===== config.mk =====
export PLATFORM = sky130hd
export DESIGN_NAME = priv_i2c_master
export DESIGN_NICKNAME = d
export VERILOG_FILES = /design/src/rtl/priv_i2c_master.sv
export SDC_FILE = /design/constraint.sdc
export NUM_CORES = 1
export LEC_CHECK = 0
export BUFFER_PORTS_ARGS = -buffer_cell sky130_fd_sc_hd__buf_2
export CORE_UTILIZATION = 45
export CTS_BUF_LIST = sky130_fd_sc_hd__clkbuf_8
export CTS_CLUSTER_SIZE = 12
export DETAILED_ROUTE_END_ITERATION = 10
export GPL_TIMING_DRIVEN = 0
export PLACE_DENSITY = 0.66
export SLEW_MARGIN = 20
export SYNTH_ARGS = -nofsm -noshare
export SYNTH_HDL_FRONTEND = slang
export SYNTH_SLANG_ARGS = --single-unit

===== constraint.sdc =====
create_clock -name clk -period 3.12 [get_ports clk]
set_clock_uncertainty 0.05 [all_clocks]
set_input_delay 0.156 -clock clk [delete_from_list [all_inputs] [get_ports clk]]
set_output_delay 0.156 -clock clk [all_outputs]
set_load 0.005 [all_outputs]

===== src/rtl/priv_i2c_master.sv =====
// Register-access I2C master: one register write or one single-byte register read per request.
// Every bus phase is four prescaled quarters; SCL/SDA are open-drain enables for the pad cells.
module priv_i2c_master #(
    parameter int         CLK_DIV  = 16,
    parameter logic [6:0] DEV_ADDR = 7'h55
) (
    input  logic       clk,
    input  logic       i2c_rst,
    input  logic       start,
    input  logic       rw,
    input  logic [7:0] reg_idx,
    input  logic [7:0] wdata,
    output logic       busy,
    output logic       done,
    output logic       ack_err,
    output logic [7:0] rdata,
    output logic       scl_oe,
    output logic       sda_oe,
    input  logic       sda_in
);

    typedef enum logic [3:0] {
        S_IDLE, S_START, S_ADDR_W, S_IDX, S_WDATA, S_RESTART, S_ADDR_R, S_RDATA, S_STOP
    } state_t;

    localparam logic [15:0] PRESC_MAX = 16'(CLK_DIV - 1);

    state_t      state, state_n;
    logic [1:0]  q, q_n;
    logic [3:0]  bit_cnt, bit_n;
    logic [15:0] presc;
    logic        rw_r;
    logic [7:0]  idx_r, wdata_r, shreg;
    logic [7:0]  tx_n;
    logic [1:0]  bus_n;
    logic        accept, tick, sending;

    function automatic logic [7:0] tx_byte(state_t st, logic [7:0] idx, logic [7:0] wd);
        case (st)
            S_ADDR_W: tx_byte = {DEV_ADDR, 1'b0};
            S_IDX:    tx_byte = idx;
            S_WDATA:  tx_byte = wd;
            S_ADDR_R: tx_byte = {DEV_ADDR, 1'b1};
            default:  tx_byte = 8'h00;
        endcase
    endfunction

    // Returns {scl_oe, sda_oe} for a given quarter of a given phase.
    function automatic logic [1:0] bus_levels(state_t st, logic [1:0] qq, logic [3:0] b,
                                              logic [7:0] tx);
        logic master_bit;
        master_bit = (st == S_ADDR_W) || (st == S_IDX) || (st == S_WDATA) || (st == S_ADDR_R);
        case (st)
            S_START:   bus_levels = {1'b0, qq >= 2'd2};
            S_RESTART: bus_levels = (qq == 2'd0) ? 2'b10 : (qq == 2'd1) ? 2'b00 : 2'b01;
            S_STOP:    bus_levels = (qq == 2'd0) ? 2'b11 : (qq == 2'd1) ? 2'b01 : 2'b00;
            S_ADDR_W, S_IDX, S_WDATA, S_ADDR_R, S_RDATA: begin
                bus_levels[1] = (qq < 2'd2);
                bus_levels[0] = master_bit && (b < 4'd8) && !tx[3'd7 - b[2:0]];
            end
            default:   bus_levels = 2'b00;
        endcase
    endfunction

    assign accept  = (state == S_IDLE) && start;
    assign tick    = (state != S_IDLE) && (presc == PRESC_MAX);
    assign sending = (state == S_ADDR_W) || (state == S_IDX) || (state == S_WDATA) ||
                     (state == S_ADDR_R);
    assign done    = (state == S_STOP) && (q == 2'd3) && tick;
    assign busy    = (state != S_IDLE) && !done;

    always_comb begin
        state_n = state;
        q_n     = q;
        bit_n   = bit_cnt;
        if (accept) begin
            state_n = S_START;
            q_n     = 2'd0;
            bit_n   = 4'd0;
        end else if (tick) begin
            q_n = q + 2'd1;
            if (q == 2'd3) begin
                case (state)
                    S_START: begin
                        state_n = S_ADDR_W;
                        bit_n   = 4'd0;
                    end
                    S_ADDR_W, S_IDX, S_WDATA, S_ADDR_R: begin
                        if (bit_cnt != 4'd8) begin
                            bit_n = bit_cnt + 4'd1;
                        end else begin
                            bit_n = 4'd0;
                            // A NACK on any master-sent byte abandons the rest of the transfer.
                            if (ack_err)                state_n = S_STOP;
                            else if (state == S_ADDR_W) state_n = S_IDX;
                            else if (state == S_IDX)    state_n = rw_r ? S_RESTART : S_WDATA;
                            else if (state == S_WDATA)  state_n = S_STOP;
                            else                        state_n = S_RDATA;
                        end
                    end
                    S_RESTART: begin
                        state_n = S_ADDR_R;
                        bit_n   = 4'd0;
                    end
                    S_RDATA: begin
                        if (bit_cnt != 4'd8) begin
                            bit_n = bit_cnt + 4'd1;
                        end else begin
                            bit_n   = 4'd0;
                            state_n = S_STOP;
                        end
                    end
                    default: state_n = S_IDLE;
                endcase
            end
        end
    end

    assign tx_n  = tx_byte(state_n, idx_r, wdata_r);
    assign bus_n = bus_levels(state_n, q_n, bit_n, tx_n);

    always_ff @(posedge clk) begin
        if (i2c_rst) begin
            state   <= S_IDLE;
            q       <= 2'd0;
            bit_cnt <= 4'd0;
            presc   <= 16'd0;
            ack_err <= 1'b0;
            rdata   <= 8'h00;
            scl_oe  <= 1'b0;
            sda_oe  <= 1'b0;
        end else begin
            state   <= state_n;
            q       <= q_n;
            bit_cnt <= bit_n;
            scl_oe  <= bus_n[1];
            sda_oe  <= bus_n[0];
            if (accept || tick)
                presc <= 16'd0;
            else if (state != S_IDLE)
                presc <= presc + 16'd1;
            if (accept)
                ack_err <= 1'b0;
            else if (tick && q == 2'd2 && sending && bit_cnt == 4'd8 && sda_in)
                ack_err <= 1'b1;
            if (tick && q == 2'd3 && state == S_RDATA && bit_cnt == 4'd8)
                rdata <= shreg;
        end
    end

    // Request operands and the receive shifter carry no reset; they are qualified by state.
    always_ff @(posedge clk) begin
        if (accept) begin
            rw_r    <= rw;
            idx_r   <= reg_idx;
            wdata_r <= wdata;
        end
        if (tick && q == 2'd2 && state == S_RDATA && bit_cnt < 4'd8)
            shreg <= {shreg[6:0], sda_in};
    end

endmodule


# Word level (Yosys, flattened, before mapping)
# Index checks and enable logic that the tools add are counted.
# word_totals
output_inout_bits,13
memories,0
register_bits,62
wordCells,103
latch_bits,0
ram_bits,0
input_bits,21
romBits,0
# op_classes
n_mux,26
magnitude_cmp,5
bitwise,0
shift,0
reduce_logical,34
mul,0
div,0
add_sub_neg,4
eq_ne,22
# ops
op,n
4-bit 2-to-1 mux,13
"4-bit by 3-bit equality test with 1-bit output, second input constant",8
8-bit case mux with 4 select lines,1
"16-bit by 1-bit adder with 16-bit output, second input constant",1
"16-bit by 4-bit equality test with 1-bit output, second input constant",1
"4-bit by 2-bit equality test with 1-bit output, second input constant",4
1-bit logical AND,16
4-bit case mux with 4 select lines,1
"4-bit equality test, second input constant",3
5-bit OR reduction,2
"4-bit by 1-bit equality test with 1-bit output, second input constant",2
"4-bit < comparator, second input constant",2
2-bit 2-to-1 mux,4
2-bit case mux with 4 select lines,1
4-bit case mux with 2 select lines,1
1-bit logical OR,7
2-bit OR reduction,3
"4-bit by 1-bit adder with 4-bit output, second input constant",1
"2-bit equality test, second input constant",2
4-bit zero test,1
"3-bit by 4-bit < comparator with 1-bit output, second input constant",1
1-bit 2-to-1 mux,4
"4-bit inequality test, second input constant",1
4-bit nonzero test,1
other kinds (9),10

# Logic depth before layout (Yosys ltp)
# logic_depth
ltp_word,17
mapped_depth,11
mapped_depth_nobuf,10

# Worst setup path after synthesis
# Ideal clock, no wire load.
# synth_timing
path_kind,register to register
start,register presc[4]
end,register shreg[0] (enable)
path_buffers,1
arrival_ns,2.113
period_less_slack_ns,2.558
setup_slack_ns,0.562
setup_ns,0.395
path_stages_with_launch,6
t_required_ns,2.675
path_cell_list,dfxtp_1 -> nor4_2 -> nand3_1 -> or2_1 -> clkbuf_1 -> nor4_1
# synth_via
elab_chain_len,5
# synth_rtl
item,line,rtl
start: declaration,31,logic [15:0] presc;
start signal: assignment,141,presc <= presc + 16'd1;
16-bit by 4-bit equality test with 1-bit output,66,assign tick = (state != S_IDLE) && (presc == PRESC_MAX);
1-bit logical AND,66,
1-bit logical AND (3 in series),158,if (tick && q == 2'd2 && state == S_RDATA && bit_cnt < 4'd8)
end signal: assignment,159,"shreg <= {shreg[6:0], sda_in};"
end: declaration,33,"logic [7:0] idx_r, wdata_r, shreg;"
# Every way passes these cells.
# A chain may end at the register's enable or synchronous reset.

# Final worst setup path
# layout_timing
start,register state[1]
end,register presc[12]
# layout_via
elab_chain_len,4
elab_cells_between_ends,6
# layout_rtl
item,line,rtl
start: declaration,28,"state_t state, state_n;"
start signal: assignment,133,state <= state_n;
4-bit zero test or 4-bit nonzero test (tied branches),"65, 66, 140",
1-bit logical AND (on tied branches),"65, 66",
1-bit logical OR,138,if (accept || tick)
2-bit OR reduction (no source line),n/a,
# Several ways; a longest one is shown, not always the timed one.

==> metrics.md <==
| Metric | Value |
|---|---|
| Unique cell type count in the Yosys netlist | 65 |
| CTS tree | done |
| Relative slew slack | 0.3839 |
| Placed Cells | 406 |
| Area contributors post-synth | edfxtp_1 25%, dfxtp_1 24%, nor2_1 4.4% |
| Crit path required time | approximately 3300 ps |
| Critical Path AT | 3010 ps |
| Synth area leader | edfxtp_1 |
| Achievable frequency | ~0.35 GHz |
| Grt ovf | 0 |
| Area Growth Syn to Fin | 22.10% |
| CP Capture Type | flip-flop |
| Hold Path Class | input port to flip-flop |
| Footprint of the multi-input gates | 1448 um2 |
| Row count | 29 |
| Share of cells above drive strength 1 | 0.2039 |
| Static Leak | 1.393 nW |
| Clk root buf | clkbuf_8 |
| DP Area | 3303 um2 |
| Post-CTS Setup Bufs | 0 |
| Vias per inst | 5.582 |
| Max stage delay on crit path | approximately 500 ps |
| Core Footprint | 6422 um2 |
| Wire length of the first global-routing pass | between 10 and 15 mm |
| Register area share after synthesis | 0.4905 |
| Drt first pass iters | 4 |
| Initial antenna violation count | 0 |
| Port Buffers | 32 |
| Synth async-reset ratio | 0 |
| Synth Instances | 297 |
| Cell family with most CP delay | simple AND/OR/NAND/NOR gates |
| Final Max Slew Viols | 0 |
| Clock sink count | 62 |
| Chip Width | 84.20 um |
| Ports | 34 |
| DP Wirelength | 4.417 mm |
| Number of flops mapped to enable cells by yosys | 25 |
| Sum of buffers and inverters on the critical path | 3 |
| Run status | finished clean |
| Pwr/cell area | 468.4 nW/um2 |
| Wire per inst | ~15 um |
| Nets@finish | about 380 |
| #FFs+latches synth | 62 |
| CP cell instances | clkbuf_1 -> nor4_1 -> nand2_1 -> nand2b_1 -> clkbuf_1 -> nand2b_1 -> clkbuf_2 -> nor2_1 |
| Synth top area share | 0.2469 |
| Kind of critical path | flip-flop to flip-flop |
| CP startpoint kind | flip-flop |
| Vias | between 2k and 2.5k |
| Crit path time final | 2839 ps |
| Post-synth top flop | dfxtp_1 |
| Vias in the first global route | 2361 |
| Fill count | 546 |
| CTS Buf Count | 9 |
| Clk buf depth | 2 |
| Largest net degree at the start of global routing | 21 |
| Die Ht | 84.20 um |
| Slowest CP cell | nor4_1 |
| Utilization after layout | 0.5780 |
| ANT cells | 0 |
| Setup TNS Final | 0 ps |
| Total of max-cap violations | 0 |
| Synth Cell Area | 3040 um2 |
| Clock slew at reported path FFs | 70 ps |
| Initial Utilization | 0.4734 |
| Die Area | around 7100 um2 |
| DRT iter0 DRCs | between 100 and 150 |
| Worst-Margin Slew | 916.6 ps |
| Worst-path maximum fanout | 10 |
| H-tree Lvls | 3 |
| Flip-flop and latch area | about 1500 um2 |
| Detailed Route WL | ~6.5 mm |
| Syn. warnings | 0 |
| Post-Layout Cell Count | 440 |
| IR Drop Worst-Case VDD | 331.8 uV |
| GP Congestion | between 0.9 and 1 |
| Total power | between 0.0015 and 0.002 W |
| Clk_lat worst skew | between 300 and 400 ps |
| Final Hold Fails | 0 |
| Synthesized area per cell | 10.24 um2 |
| Final Cell Area | between 3000 and 4000 um2 |
| Synth Net Count | 323 |
| DRC viols | 0 |
| Global Route Usage Sum | 0.2031 |
| RSZ-0062 raised after global routing | false |
| Final setup fails | 0 |
| ANT nets after route | 0 |
| Final Cycle Share | 0.9099 |
-- cell usage after synthesis (all sizes together) (2+ instances only) --
cell type and instances:
dfxtp 37, nor2 36, edfxtp 25, nand2 23, a21oi 14, o21ai 12, mux2i 9, nand3 9
xor2 9, clkbuf 8, inv 8, nand2b 8, nor4 8, buf 7, or3 7, nand4 6
a32oi 5, ha 5, a21o 4, a221oi 4, nor2b 4, nor3 4, and3 3, o2111ai 3
or2 3, xnor2 3, a2111oi 2, a31oi 2, mux2 2, nor3b 2, nor4b 2, o211a 2
o211ai 2, o31ai 2, or4 2
-- final cells by class --
cell class	count	area share
plain buffers	15	0.02258
clock buffers	10	0.03707
clock inverters	6	0.02292
inverters	8	0.008089
multi-input cells	212	0.3900
flip-flops and latches	62	0.4018
well taps	77	0.02595
repair buffers	50	0.09167
-- per-stage QoR --
step	hold WS, ps	setup slack, ps
3_5_place_dp	284.1	104.4
5_1_grt	33.97	17.31
3_3_place_gp	282.7	14.81
4_1_cts	8.208	130.2
2_1_floorplan	204.9	562.3
6_report	23.68	281.2
-- logic make-up (layout without fill, tap and decap cells) --
kind of cell / after synthesis / after routing / share of synthesized area
simple gates: 124 / 124 / 0.2342
buf+inv: 23 / 89 / 0.03703
flops: 62 / 62 / 0.4905
xor+xnor: 12 / 12 / 0.03457
mux: 11 / 11 / 0.03704
compound gates: 60 / 60 / 0.1461
fa+ha+maj: 5 / 5 / 0.02058
-- worst reg2reg max path: cells and delay by family, from the launching register on --
| kind | cells | cell delay (ps) |
|---|---|---|
| DFF | 1 | 350 |
| and+or+nand+nor | 5 | 1430 |
| buffers and inverters | 3 | 890 |
-- sequential cells by signal, indices dropped and copies added, names as in the netlist, 2 cells and up --
signal / count
bit_cnt: 4
q: 2
idx_r: 8
presc: 16
rdata: 8
state: 4
shreg: 8
wdata_r: 8
-- metal layers --
| metal | track usage | up-vias | share of wire |
|---|---|---|---|
| met2 | 0.3256 | 71 | 0.46 |
| met3 | 0.05408 | 12 | 0.038 |
| li1 | - | 1226 | - |
| met4 | 0.08777 | 0 | 0.025 |
| met1 | 0.2598 | 1147 | 0.48 |
| met5 | 0 | - | 0 |
-- repair_timing --
action | CTS | global route
hold buffers | 18 | 0
gates resized for setup | 0 | 3
setup endpoints to repair | 0 | 11
hold endpoints to repair | 18 | 0
-- cells in the final DEF, fill, tap and decap left out, types with 4 or more instances in the layout --
master	count
xor2_1	9
dfxtp_1	37
a221oi_1	4
a21o_1	4
nor2b_1	4
o21ai_0	10
buf_2	34
nor4_2	4
nand4_1	6
clkbuf_8	10
nor2_1	36
or3_1	7
inv_1	8
ha_1	5
a32oi_1	4
a21oi_1	13
edfxtp_1	25
dlygate4sd3_1	18
nor3_1	4
mux2i_1	9
nand2b_1	8
clkbuf_1	6
nand3_1	8
nand2_1	21
-- power breakdown --
| part | internal [W] | switching (W) | leakage (nW) |
|---|---|---|---|
| Clock | 0.000468 | 0.000316 | 0.108 |
| Combinational | 0.0000408 | 0.0000461 | 0.752 |
| Sequential | 0.000860 | 0.00000741 | 0.533 |
| Total | 0.00137 | 0.000369 | 1.39 |
-- path summary, 6_finish.rpt --
check / start / end / slack (ps) / cells after the start
max: state[1] / presc[12] / 280 / 8
min: i2c_rst / state[0] / 20 / 2
max reg2reg: state[1] / presc[12] / 280 / 8
min reg2reg: shreg[1] / shreg[2] / 400 / 0
(Power assumes the default switching activity.)
